<file path="src/rtl/weight_dbuf_ctrl_if.sv">
// Weight double-buffer handshake bundle: weight stream in, SRAM bank controls out, PE read pacing.
// master = the sequencer that drives the bank controls; slave = stream source / SRAM / PE side.
// Pure wiring, no state.
interface weight_dbuf_ctrl_if #(
  parameter int DATA_WIDTH      = 64,
  parameter int BANK_ADDR_WIDTH = 10
);
  logic                       in_valid;
  logic [DATA_WIDTH-1:0]      in_data;
  logic                       in_ready;
  logic                       rd_ready;
  logic                       rdata_valid;
  logic                       switch_banks;
  logic                       wen;
  logic [BANK_ADDR_WIDTH-1:0] wadr;
  logic [DATA_WIDTH-1:0]      wdata;
  logic                       ren;
  logic [BANK_ADDR_WIDTH-1:0] radr;

  modport master (
    input  in_valid, in_data, rd_ready,
    output in_ready, rdata_valid, switch_banks, wen, wadr, wdata, ren, radr
  );

  modport slave (
    output in_valid, in_data, rd_ready,
    input  in_ready, rdata_valid, switch_banks, wen, wadr, wdata, ren, radr
  );
endinterface

</file>
<file path="src/rtl/weight_dbuf_ctrl.sv">
// Weight double-buffer sequencer: fills the write bank from a stream, replays the read bank `repeat` times per tile.
// Latency: wen/wdata/ren are same-cycle with the handshake; rdata_valid trails ren by 1; swap/done fire the cycle after the enabling event.
// Backpressure: in_ready drops while the write bank is full or a swap is in progress; reads advance only when rd_ready is high.
// Optional perf counters behind `WEIGHT_DBUF_CTRL_PERF_EN (perf_starve_cycles, perf_stall_cycles).
module weight_dbuf_ctrl #(
  parameter int DATA_WIDTH      = 64,
  parameter int BANK_ADDR_WIDTH = 10,
  parameter int BANK_DEPTH      = 288,
  parameter int CNT_WIDTH       = 16
) (
  input  logic                       clk,
  input  logic                       rst_n,
  input  logic                       config_en,
  input  logic [BANK_ADDR_WIDTH:0]   config_fill_count,
  input  logic [BANK_ADDR_WIDTH:0]   config_read_count,
  input  logic [CNT_WIDTH-1:0]       config_repeat,
  input  logic [CNT_WIDTH-1:0]       config_num_tiles,
  weight_dbuf_ctrl_if.master         bus,
  output logic                       busy,
  output logic                       done
`ifdef WEIGHT_DBUF_CTRL_PERF_EN
  ,
  output logic [31:0]                perf_starve_cycles,
  output logic [31:0]                perf_stall_cycles
`endif
);

  localparam int CW = BANK_ADDR_WIDTH + 1;
  // Out-of-range counts are clamped so addresses can never leave the bank.
  localparam logic [CW-1:0] DEPTH_C = CW'(BANK_DEPTH);

  typedef enum logic [1:0] {IDLE, RUN, SWAP, DONE} state_t;

  state_t state, state_nxt;

  logic [CW-1:0]              cfg_fill, cfg_read;
  logic [CNT_WIDTH-1:0]       cfg_repeat, cfg_tiles;
  logic [BANK_ADDR_WIDTH-1:0] wcnt, rcnt;
  logic [CNT_WIDTH-1:0]       rep, wtile, rtile;
  logic                       wr_full, rd_done, rd_bank_valid, rdata_valid_q;

  logic in_ready_c, wen_c, ren_c, switch_c, done_c, busy_c;
  logic wr_last, rd_pass_end, rd_last, cfg_accept;

  // Handshakes, end-of-tile/pass detection and next state. Swap/done look at
  // this cycle's events so they fire on the very next cycle.
  always_comb begin
    state_nxt   = state;
    cfg_accept  = 1'b0;
    switch_c    = 1'b0;
    done_c      = 1'b0;
    busy_c      = (state != IDLE);
    in_ready_c  = (state == RUN) && !wr_full && (wtile < cfg_tiles);
    wen_c       = bus.in_valid && in_ready_c;
    ren_c       = (state == RUN) && rd_bank_valid && !rd_done && bus.rd_ready;
    wr_last     = wen_c && ({1'b0, wcnt} == (cfg_fill - CW'(1)));
    rd_pass_end = ren_c && ({1'b0, rcnt} == (cfg_read - CW'(1)));
    rd_last     = rd_pass_end && (rep == (cfg_repeat - CNT_WIDTH'(1)));
    case (state)
      IDLE: begin
        cfg_accept = config_en;
        if (config_en) state_nxt = RUN;
      end
      RUN: begin
        // Completion outranks swap; both cannot hold since no tile is left to fill.
        if ((rd_done || rd_last) && ((rtile + CNT_WIDTH'(rd_last)) == cfg_tiles))
          state_nxt = DONE;
        else if ((wr_full || wr_last) && (!rd_bank_valid || rd_done || rd_last))
          state_nxt = SWAP;
      end
      SWAP: begin
        switch_c  = 1'b1;
        state_nxt = RUN;
      end
      DONE: begin
        done_c    = 1'b1;
        state_nxt = IDLE;
      end
      default: state_nxt = IDLE;
    endcase
  end

  // State register.
  always_ff @(posedge clk or negedge rst_n) begin
    if (!rst_n) state <= IDLE;
    else        state <= state_nxt;
  end

  // Config latch plus write/read counters and bank-status flags.
  always_ff @(posedge clk or negedge rst_n) begin
    if (!rst_n) begin
      cfg_fill      <= '0;
      cfg_read      <= '0;
      cfg_repeat    <= '0;
      cfg_tiles     <= '0;
      wcnt          <= '0;
      rcnt          <= '0;
      rep           <= '0;
      wtile         <= '0;
      rtile         <= '0;
      wr_full       <= 1'b0;
      rd_done       <= 1'b0;
      rd_bank_valid <= 1'b0;
    end else begin
      if (cfg_accept) begin
        cfg_fill      <= (config_fill_count > DEPTH_C) ? DEPTH_C : config_fill_count;
        cfg_read      <= (config_read_count > DEPTH_C) ? DEPTH_C : config_read_count;
        cfg_repeat    <= config_repeat;
        cfg_tiles     <= config_num_tiles;
        wcnt          <= '0;
        rcnt          <= '0;
        rep           <= '0;
        wtile         <= '0;
        rtile         <= '0;
        wr_full       <= 1'b0;
        rd_done       <= 1'b0;
        rd_bank_valid <= 1'b0;
      end
      if (wen_c) begin
        if (wr_last) begin
          wcnt    <= '0;
          wr_full <= 1'b1;
          wtile   <= wtile + CNT_WIDTH'(1);
        end else begin
          wcnt <= wcnt + BANK_ADDR_WIDTH'(1);
        end
      end
      if (ren_c) begin
        if (rd_pass_end) begin
          rcnt <= '0;
          if (rd_last) begin
            rep     <= '0;
            rd_done <= 1'b1;
            rtile   <= rtile + CNT_WIDTH'(1);
          end else begin
            rep <= rep + CNT_WIDTH'(1);
          end
        end else begin
          rcnt <= rcnt + BANK_ADDR_WIDTH'(1);
        end
      end
      if (state == SWAP) begin
        wr_full       <= 1'b0;
        rd_done       <= 1'b0;
        rd_bank_valid <= 1'b1;
        rcnt          <= '0;
        rep           <= '0;
      end
    end
  end

  // SRAM read data arrives one cycle after ren.
  always_ff @(posedge clk or negedge rst_n) begin
    if (!rst_n) rdata_valid_q <= 1'b0;
    else        rdata_valid_q <= ren_c;
  end

`ifdef WEIGHT_DBUF_CTRL_PERF_EN
  // Saturating counters of PE starvation and writer stall cycles while running.
  always_ff @(posedge clk or negedge rst_n) begin
    if (!rst_n) begin
      perf_starve_cycles <= '0;
      perf_stall_cycles  <= '0;
    end else if (cfg_accept) begin
      perf_starve_cycles <= '0;
      perf_stall_cycles  <= '0;
    end else if (state == RUN) begin
      if (bus.rd_ready && !ren_c && !(&perf_starve_cycles))
        perf_starve_cycles <= perf_starve_cycles + 32'd1;
      if (bus.in_valid && !in_ready_c && !(&perf_stall_cycles))
        perf_stall_cycles <= perf_stall_cycles + 32'd1;
    end
  end
`endif

  assign bus.in_ready     = in_ready_c;
  assign bus.wen          = wen_c;
  assign bus.wadr         = wcnt;
  assign bus.wdata        = bus.in_data;
  assign bus.ren          = ren_c;
  assign bus.radr         = rcnt;
  assign bus.rdata_valid  = rdata_valid_q;
  assign bus.switch_banks = switch_c;
  assign busy             = busy_c;
  assign done             = done_c;

endmodule
</file>
<file path="src/flat_wrapper.sv">
// flat-port wrapper written by rule: the top's interface ports become plain ports
module weight_dbuf_ctrl_flat 
#(
  parameter int DATA_WIDTH      = 64,
  parameter int BANK_ADDR_WIDTH = 10,
  parameter int BANK_DEPTH      = 288,
  parameter int CNT_WIDTH       = 16
)
  (clk, rst_n, config_en, config_fill_count, config_read_count, config_repeat, config_num_tiles, busy, done, bus_in_valid, bus_in_data, bus_rd_ready, bus_in_ready, bus_rdata_valid, bus_switch_banks, bus_wen, bus_wadr, bus_wdata, bus_ren, bus_radr);
  weight_dbuf_ctrl_if #(.DATA_WIDTH(DATA_WIDTH), .BANK_ADDR_WIDTH(BANK_ADDR_WIDTH)) bus_i ();
  input  logic clk;
  input  logic rst_n;
  input  logic config_en;
  input  logic [BANK_ADDR_WIDTH:0] config_fill_count;
  input  logic [BANK_ADDR_WIDTH:0] config_read_count;
  input  logic [CNT_WIDTH-1:0] config_repeat;
  input  logic [CNT_WIDTH-1:0] config_num_tiles;
  output logic busy;
  output logic done;
  input wire logic [$bits(bus_i.in_valid)-1:0] bus_in_valid;
  input wire logic [$bits(bus_i.in_data)-1:0] bus_in_data;
  input wire logic [$bits(bus_i.rd_ready)-1:0] bus_rd_ready;
  output wire logic [$bits(bus_i.in_ready)-1:0] bus_in_ready;
  output wire logic [$bits(bus_i.rdata_valid)-1:0] bus_rdata_valid;
  output wire logic [$bits(bus_i.switch_banks)-1:0] bus_switch_banks;
  output wire logic [$bits(bus_i.wen)-1:0] bus_wen;
  output wire logic [$bits(bus_i.wadr)-1:0] bus_wadr;
  output wire logic [$bits(bus_i.wdata)-1:0] bus_wdata;
  output wire logic [$bits(bus_i.ren)-1:0] bus_ren;
  output wire logic [$bits(bus_i.radr)-1:0] bus_radr;
  assign bus_i.in_valid = bus_in_valid;
  assign bus_i.in_data = bus_in_data;
  assign bus_i.rd_ready = bus_rd_ready;
  assign bus_in_ready = bus_i.in_ready;
  assign bus_rdata_valid = bus_i.rdata_valid;
  assign bus_switch_banks = bus_i.switch_banks;
  assign bus_wen = bus_i.wen;
  assign bus_wadr = bus_i.wadr;
  assign bus_wdata = bus_i.wdata;
  assign bus_ren = bus_i.ren;
  assign bus_radr = bus_i.radr;
  weight_dbuf_ctrl #(.DATA_WIDTH(DATA_WIDTH), .BANK_ADDR_WIDTH(BANK_ADDR_WIDTH), .BANK_DEPTH(BANK_DEPTH), .CNT_WIDTH(CNT_WIDTH)) u_core (.clk(clk), .rst_n(rst_n), .config_en(config_en), .config_fill_count(config_fill_count), .config_read_count(config_read_count), .config_repeat(config_repeat), .config_num_tiles(config_num_tiles), .bus(bus_i), .busy(busy), .done(done));
endmodule
</file>
<file path="config.mk">
export PLATFORM = sky130hd
export DESIGN_NAME = weight_dbuf_ctrl_flat
export DESIGN_NICKNAME = d
export VERILOG_FILES = /design/src/rtl/weight_dbuf_ctrl_if.sv /design/src/rtl/weight_dbuf_ctrl.sv /design/src/flat_wrapper.sv
export SDC_FILE = /design/constraint.sdc
export NUM_CORES = 1
export LEC_CHECK = 0
export ABC_AREA = 1
export CAP_MARGIN = 0
export CORE_MARGIN = 5
export CORE_UTILIZATION = 51
export CTS_CLUSTER_DIAMETER = 60
export CTS_CLUSTER_SIZE = 30
export DETAILED_ROUTE_END_ITERATION = 10
export PLACE_DENSITY = 0.87
export SYNTH_ARGS = -nofsm -noshare
export SYNTH_HDL_FRONTEND = slang
export SYNTH_SLANG_ARGS = --single-unit
</file>
<file path="constraint.sdc">
create_clock -name clk -period 4.6 [get_ports clk]
set_clock_uncertainty 0.15 [all_clocks]
set_input_delay 0.92 -clock clk [delete_from_list [all_inputs] [get_ports clk]]
set_output_delay 0.92 -clock clk [all_outputs]
set_load 0.05 [all_outputs]
</file>
# After elaboration in Yosys (flattened, before gate mapping)
# Index checks and enable logic that the tools add are counted.
dict set report totals {
  mem_bits_rw 0
  output_inout_bits 91
  latchBits 0
  rom_bits 0
  ff_bits 128
  n_memories 0
  inputBits 123
}
dict set report classes {
  n_eq_ne 9
  n_addsub 9
  reduce_logical 24
  bitwise 0
  div 0
  mul 0
  n_lt_le_gt_ge 3
  muxes 38
  shift 0
}
# op n
set op_table {}
lappend op_table {{16-bit 2-to-1 mux} 12}
lappend op_table {{10-bit 2-to-1 mux} 6}
lappend op_table {{16-bit by 1-bit adder with 16-bit output (second input constant)} 3}
lappend op_table {{16-bit equality test} 2}
lappend op_table {{10-bit by 11-bit equality test with 1-bit output} 2}
lappend op_table {{11-bit by 9-bit > comparator with 1-bit output (second input constant)} 2}
lappend op_table {{11-bit 2-to-1 mux} 2}
lappend op_table {{11-bit by 1-bit subtractor with 11-bit output (second input constant)} 2}
lappend op_table {{10-bit by 1-bit adder with 10-bit output (second input constant)} 2}
lappend op_table {{16-bit by 1-bit adder with 16-bit output} 1}
lappend op_table {{16-bit < comparator} 1}
lappend op_table {{16-bit by 1-bit subtractor with 16-bit output (second input constant)} 1}
lappend op_table {{1-bit 2-to-1 mux} 14}
lappend op_table {{1-bit logical AND} 11}
lappend op_table {{2-bit one-hot mux with 4 select lines} 1}
lappend op_table {{2-bit 2-to-1 mux} 3}
lappend op_table {{2-bit nonzero test} 3}
lappend op_table {{2-bit equality test (second input constant)} 2}
lappend op_table {{1-bit logical OR} 4}
lappend op_table {{1-bit logical NOT} 3}
lappend op_table {{3-bit inequality test (second input constant)} 1}
lappend op_table {{3-bit nonzero test} 1}
lappend op_table {{2-bit by 1-bit equality test with 1-bit output (second input constant)} 1}
lappend op_table {{2-bit logical NOT} 1}
lappend op_table {{other kinds (2)} 2}

# Depth between registers and ports, before layout
# Gate-level depths: netlist of the first run.
dict set report logic_depth {
  word_depth 11
  mapped_depth 29
  ltp_nobuf 29
}

# Worst setup path after synthesis of the first run
# Ideal clock, no wire load.
dict set report synth_path {
  path_type {register to register}
  from {register u_core.rcnt[3] (netlist: u_core.bus.radr[3])}
  to {register u_core.state[0]}
  stages_incl_launch_ff 26
  period_less_slack_ps 3613
  setup_ps 116
  n_path_buf 0
  arrival_ps 3346
  slack_ps 987
  path_cell_list {dfrtp_1 -> inv_1 -> nand2_1 -> nand2_1 -> nand2_1 -> nand3_1 -> nor3_1 -> nand4_1 -> nor2_1 -> clkinv_1 -> nor2_1 -> ha_1 -> ha_1 -> inv_1 -> nor2_1 -> nand2_1 -> o21ai_0 -> nand2_1 -> nand2_1 -> nand4_1 -> nor2_1 -> nand2_1 -> nor2_1 -> nand2_1 -> nand3_1 -> nand2_1}
}
dict set report synth_via {
  elab_chain_len 8
}
# element line_no
set synth_lines {}
lappend synth_lines {{start: declaration} weight_dbuf_ctrl.sv:38} ;# logic [BANK_ADDR_WIDTH-1:0] wcnt, rcnt;
lappend synth_lines {{start signal: assignment} weight_dbuf_ctrl.sv:139} ;# rcnt <= rcnt + BANK_ADDR_WIDTH'(1);
lappend synth_lines {{10-bit by 11-bit equality test with 1-bit output (*)} weight_dbuf_ctrl.sv:57} ;# rd_pass_end = ren_c && ({1'b0, rcnt} == (cfg_read - CW'(1)));
lappend synth_lines {{1-bit logical AND (*)} weight_dbuf_ctrl.sv:57}
lappend synth_lines {{1-bit logical AND (*)} weight_dbuf_ctrl.sv:58} ;# rd_last = rd_pass_end && (rep == (cfg_repeat - CNT_WIDTH'(1)));
lappend synth_lines {{16-bit by 1-bit adder with 16-bit output} weight_dbuf_ctrl.sv:66} ;# if ((rd_done || rd_last) && ((rtile + CNT_WIDTH'(rd_last)) == cfg_tiles))
lappend synth_lines {{16-bit equality test} weight_dbuf_ctrl.sv:66}
lappend synth_lines {{1-bit logical AND} weight_dbuf_ctrl.sv:66}
lappend synth_lines {{2-bit 2-to-1 mux or 3-bit inequality test (tied branches)} n/a}
lappend synth_lines {{2-bit one-hot mux with 4 select lines or 2-bit AND reduction (tied branches)} n/a}
lappend synth_lines {{end signal: assignment} weight_dbuf_ctrl.sv:86} ;# else state <= state_nxt;
lappend synth_lines {{end: declaration} weight_dbuf_ctrl.sv:34} ;# state_t state, state_nxt;
# Every way passes the cells marked *; elsewhere a longest branch is shown, timed or not.
# A chain may end at the register's enable or synchronous reset.

# Final worst setup path of the first run
dict set report layout_path {
  from {register u_core.cfg_read[0]}
  to {register u_core.state[0]}
}
dict set report layout_via {
  elab_chain_len 9
}
# element line_no
set layout_lines {}
lappend layout_lines {{start: declaration} weight_dbuf_ctrl.sv:36} ;# logic [CW-1:0] cfg_fill, cfg_read;
lappend layout_lines {{start signal: assignment} weight_dbuf_ctrl.sv:107} ;# cfg_read <= (config_read_count > DEPTH_C) ? DEPTH_C : config_read_count;
lappend layout_lines {{11-bit by 1-bit subtractor with 11-bit output (*)} weight_dbuf_ctrl.sv:57}
lappend layout_lines {{10-bit by 11-bit equality test with 1-bit output (*)} weight_dbuf_ctrl.sv:57}
lappend layout_lines {{1-bit logical AND (*)} weight_dbuf_ctrl.sv:57}
lappend layout_lines {{1-bit logical AND (*)} weight_dbuf_ctrl.sv:58}
lappend layout_lines {{16-bit by 1-bit adder with 16-bit output} weight_dbuf_ctrl.sv:66}
lappend layout_lines {{16-bit equality test} weight_dbuf_ctrl.sv:66}
lappend layout_lines {{1-bit logical AND} weight_dbuf_ctrl.sv:66}
lappend layout_lines {{2-bit 2-to-1 mux or 3-bit inequality test (tied branches)} n/a}
lappend layout_lines {{2-bit one-hot mux with 4 select lines or 2-bit AND reduction (tied branches)} n/a}
# Marked as above.

==> metrics.md, run 1 <==
| Metric | Value |
|---|---|
| Status | finished, final reports clean |
| Max Root-Sink Buffers | 2 |
| Pre-Repair DR Iteration Count | 5 |
| Setup violators final | 0 |
| Setup_tns | 0 ns |
| EDFF count, synth | 0 |
| Worst Setup EP | u_core.state[0] |
| Setup Buffers After CTS | 0 |
| DRT iter0 DRCs | 725 |
| Area grow syn2layout | 13.6% |
| Hold-fix buffers at CTS | 0 |
| Post_cts resized | 0 |
| CTS tree | done |
| Remaining Overflow, GRT | 0 |
| FFs w/ async S/R, synth | 1.00 |
| Fin crit share | 0.886 |
| I/O pin count | 214 |
| WS Path Type | reg2reg |
| Mapped Area | 0.00886 mm2 |
| R2R cell count | 26 |
| R2R Path Start | u_core.cfg_read[0] |
| Root Driver | clkbuf_16 |
| Synth warn | 0 |
| Syn Nets | 1366 |
| DIE AREA | 0.0201 mm2 |
| DRC | 0 |
| Placed cells | 1441 |
| Yosys reg bits | 128 |
| Clock-pin slew of the registers on the worst-case setup and hold paths | 0.06 ns |
| Syn Inst Count | 1218 |
| CP Capture Type | register |
| Vias in the first global route | 7808 |
| PD cells | 313 mW/mm2 |
| Post-route ant nets | 0 |
| Initial antenna violation count | 0 |
| Ranking of synthesized cells by area | dfrtp_1 36%, nand2_1 12%, xor2_1 6.0% |
| Worst-path fanout max | 6 |
| Ant. Diodes | 0 |
| DP HPWL | 15400 um |
| Clk sinks | 128 |
| RSZ-0062 raised after global routing | false |
| Number of port buffers | 85 |
| Reg2reg end | u_core.state[0] |
| Slew Limit Fails | 0 |
| Max transition margin | 0.367 |
| VDD IR-drop max | 0.000239 V |
| Synth cell types | 47 |
| CP required | 4.76 ns |
| Most common cell after layout, fill and taps aside | nand2_1 |
| Flip-flop and latch area | 0.00320 mm2 |
| Largest net degree at the start of global routing | 101 |
| Clk_lat worst skew | 0.41 ns |
| Gr usage total | 0.218 |
| Leading cell types in the layout, fill and taps excluded | 280 x nand2_1, 141 x inv_1, 128 x dfrtp_1 |
| Via density per instance | 5.31 |
| Routability cong. | 0.907 |
| Initial Util | 0.516 |
| # H-tree levels | 4 |
| FMAX | 0.245 GHz |
| Fin. Hold Viols | 0 |
| Least-Margin Pin Slew | 0.950 ns |
| Global-route wire length before repair | 36200 um |
| Filler instances | 1555 |
| Commonest register cell after synthesis | dfrtp_1 |
| Hold WC Path Type | reg2reg |
| Syn_area_per_cell | 7.28 um2 |
| Multi-input gate area | 0.00451 mm2 |
| Max-cap violations | 0 |
| FP Rows | 48 |
| Post-synth top area share | 0.361 |
| Fin cells | 1473 |
| R2R setup slack | 0.52 ns |
| Leakage power | 4.69 nW |
| Via Count | 7819 |
| Worst Setup Start Kind | register |
| Overall power | 3.15 mW |
| Wirelength per Cell | 14.5 um |
| Core area | 0.0172 mm2 |
| CTS Buf Count | 17 |
| Routed wire length | 21300 um |
| Yosys top cell by area | dfrtp_1 |
| Die X-Extent | 142 um |
| Arrival @ worst endpoint | 4.24 ns |
| Chip Height | 142 um |
| Register area share after synthesis | 0.361 |
| Fin nets | 1383 |
| Final min period | 4.08 ns |
| Layout cells sized above 1 | 0.0585 |
| Crit. Startpoint | u_core.cfg_read[0] |
## logic make-up after synthesis
| logic type | count (synthesis) | share of synthesized area |
|---|---|---|
| AOI/OAI and AO/OA | 149 | 0.0930 |
| xor gates and xnor gates | 95 | 0.0947 |
| adders and majority gates | 25 | 0.0353 |
| buffers and inverters | 238 | 0.130 |
| DFF | 128 | 0.361 |
| and+or+nand+nor | 583 | 0.286 |
## report_power, final
group          leakage [nW]  internal [mW]  switching (mW)  total, mW
Combinational          2.89          0.186           0.280      0.465
Clock                 0.301          0.914           0.536       1.45
Sequential             1.49           1.16          0.0705       1.24
## registers in the layout, indices dropped and copies added (netlist names)
signal                  count
u_core.rd_bank_valid        1
u_core.cfg_fill            11
u_core.bus.radr            10
u_core.cfg_repeat          16
u_core.bus.wadr            10
u_core.bus.rdata_valid      1
u_core.cfg_read            11
u_core.cfg_tiles           16
u_core.rep                 16
u_core.wr_full              1
u_core.rtile               16
u_core.wtile               16
u_core.rd_done              1
u_core.state                2
## how the worst min path moves through the flow
stage	startpoint	end	slack, ns	depth (start not counted)
2_1_floorplan	u_core.cfg_repeat[15]	u_core.cfg_repeat[15]	0.32	2
3_3_place_gp	u_core.cfg_repeat[15]	u_core.cfg_repeat[15]	0.34	2
3_5_place_dp	u_core.cfg_repeat[15]	u_core.cfg_repeat[15]	0.35	2
4_1_cts	u_core.cfg_repeat[15]	u_core.cfg_repeat[15]	0.36	2
5_1_grt	u_core.cfg_read[10]	u_core.cfg_read[10]	0.40	2
6_report	u_core.cfg_repeat[15]	u_core.cfg_repeat[15]	0.36	2
## per-layer routing
metal / GRT usage / vias to the layer above / share of wire
li1: - / 3882 / -
met1: 0.272 / 3642 / 0.44
met2: 0.371 / 255 / 0.49
met3: 0.0516 / 40 / 0.054
met4: 0.0712 / 0 / 0.017
met5: 0 / - / 0
## worst max-delay path, stage by stage, from the launching register on
cell and delay, ns:
dfrtp_1 0.39, inv_1 0.12, ha_1 0.28, nand2_1 0.11, nor2_2 0.15, xor2_2 0.18, nand2_1 0.07, nor2_1 0.08
nand4_1 0.15, nor2_1 0.17, clkinv_1 0.10, nor2_1 0.13, ha_1 0.19, ha_1 0.19, inv_1 0.06, nor2_1 0.24
nand2_1 0.17, o21ai_0 0.25, nand2_1 0.08, nand2_1 0.07, nand4_1 0.07, nor2_1 0.09, nand2_1 0.06, nor2_1 0.15
nand2_1 0.12, nand3_1 0.09, nand2_1 0.05
## layout make-up
cell class / instances / area share
inverter: 144 / 0.0537
clock buffer: 17 / 0.0423
tap: 225 / 0.0280
clock inverter: 15 / 0.0204
multi-input combinational: 852 / 0.448
timing repair buffer: 92 / 0.0895
sequential: 128 / 0.318
## metrics by stage
step / hold slack (ns) / worst slack, ns / util / cell area, um2
6_report: 0.360 / 0.523 / 0.586 / 10100
5_1_grt: 0.405 / 0.0449 / 0.586 / 10100
4_1_cts: 0.362 / 0.527 / 0.586 / 10100
3_5_place_dp: 0.346 / 0.444 / 0.549 / 9440
3_3_place_gp: 0.342 / 0.612 / 0.549 / 9440
2_1_floorplan: 0.319 / 0.987 / - / 8860
## Yosys cell counts, drive strengths merged, types with 2 or more instances
cell,count
buf,70
a21boi,2
nand3b,4
o41ai,2
nand4,11
a21oi,44
dfrtp,128
ha,25
nor2,131
o21ai,71
and3,4
inv,143
xor2,62
o22ai,13
nor3,26
nor4,2
nor3b,3
o31ai,9
or2,11
xnor2,33
clkbuf,24
a22oi,2
nand3,104
or3,2
nand2,283
No activity file was read; power rests on OpenSTA's default activity.
==> inputs of run 2 (changes only) <==
Settings changed: CAP_MARGIN 0 to unset.
==> results of run 2 <==
Final layout, timing and power as in run 1 (identical DEF).
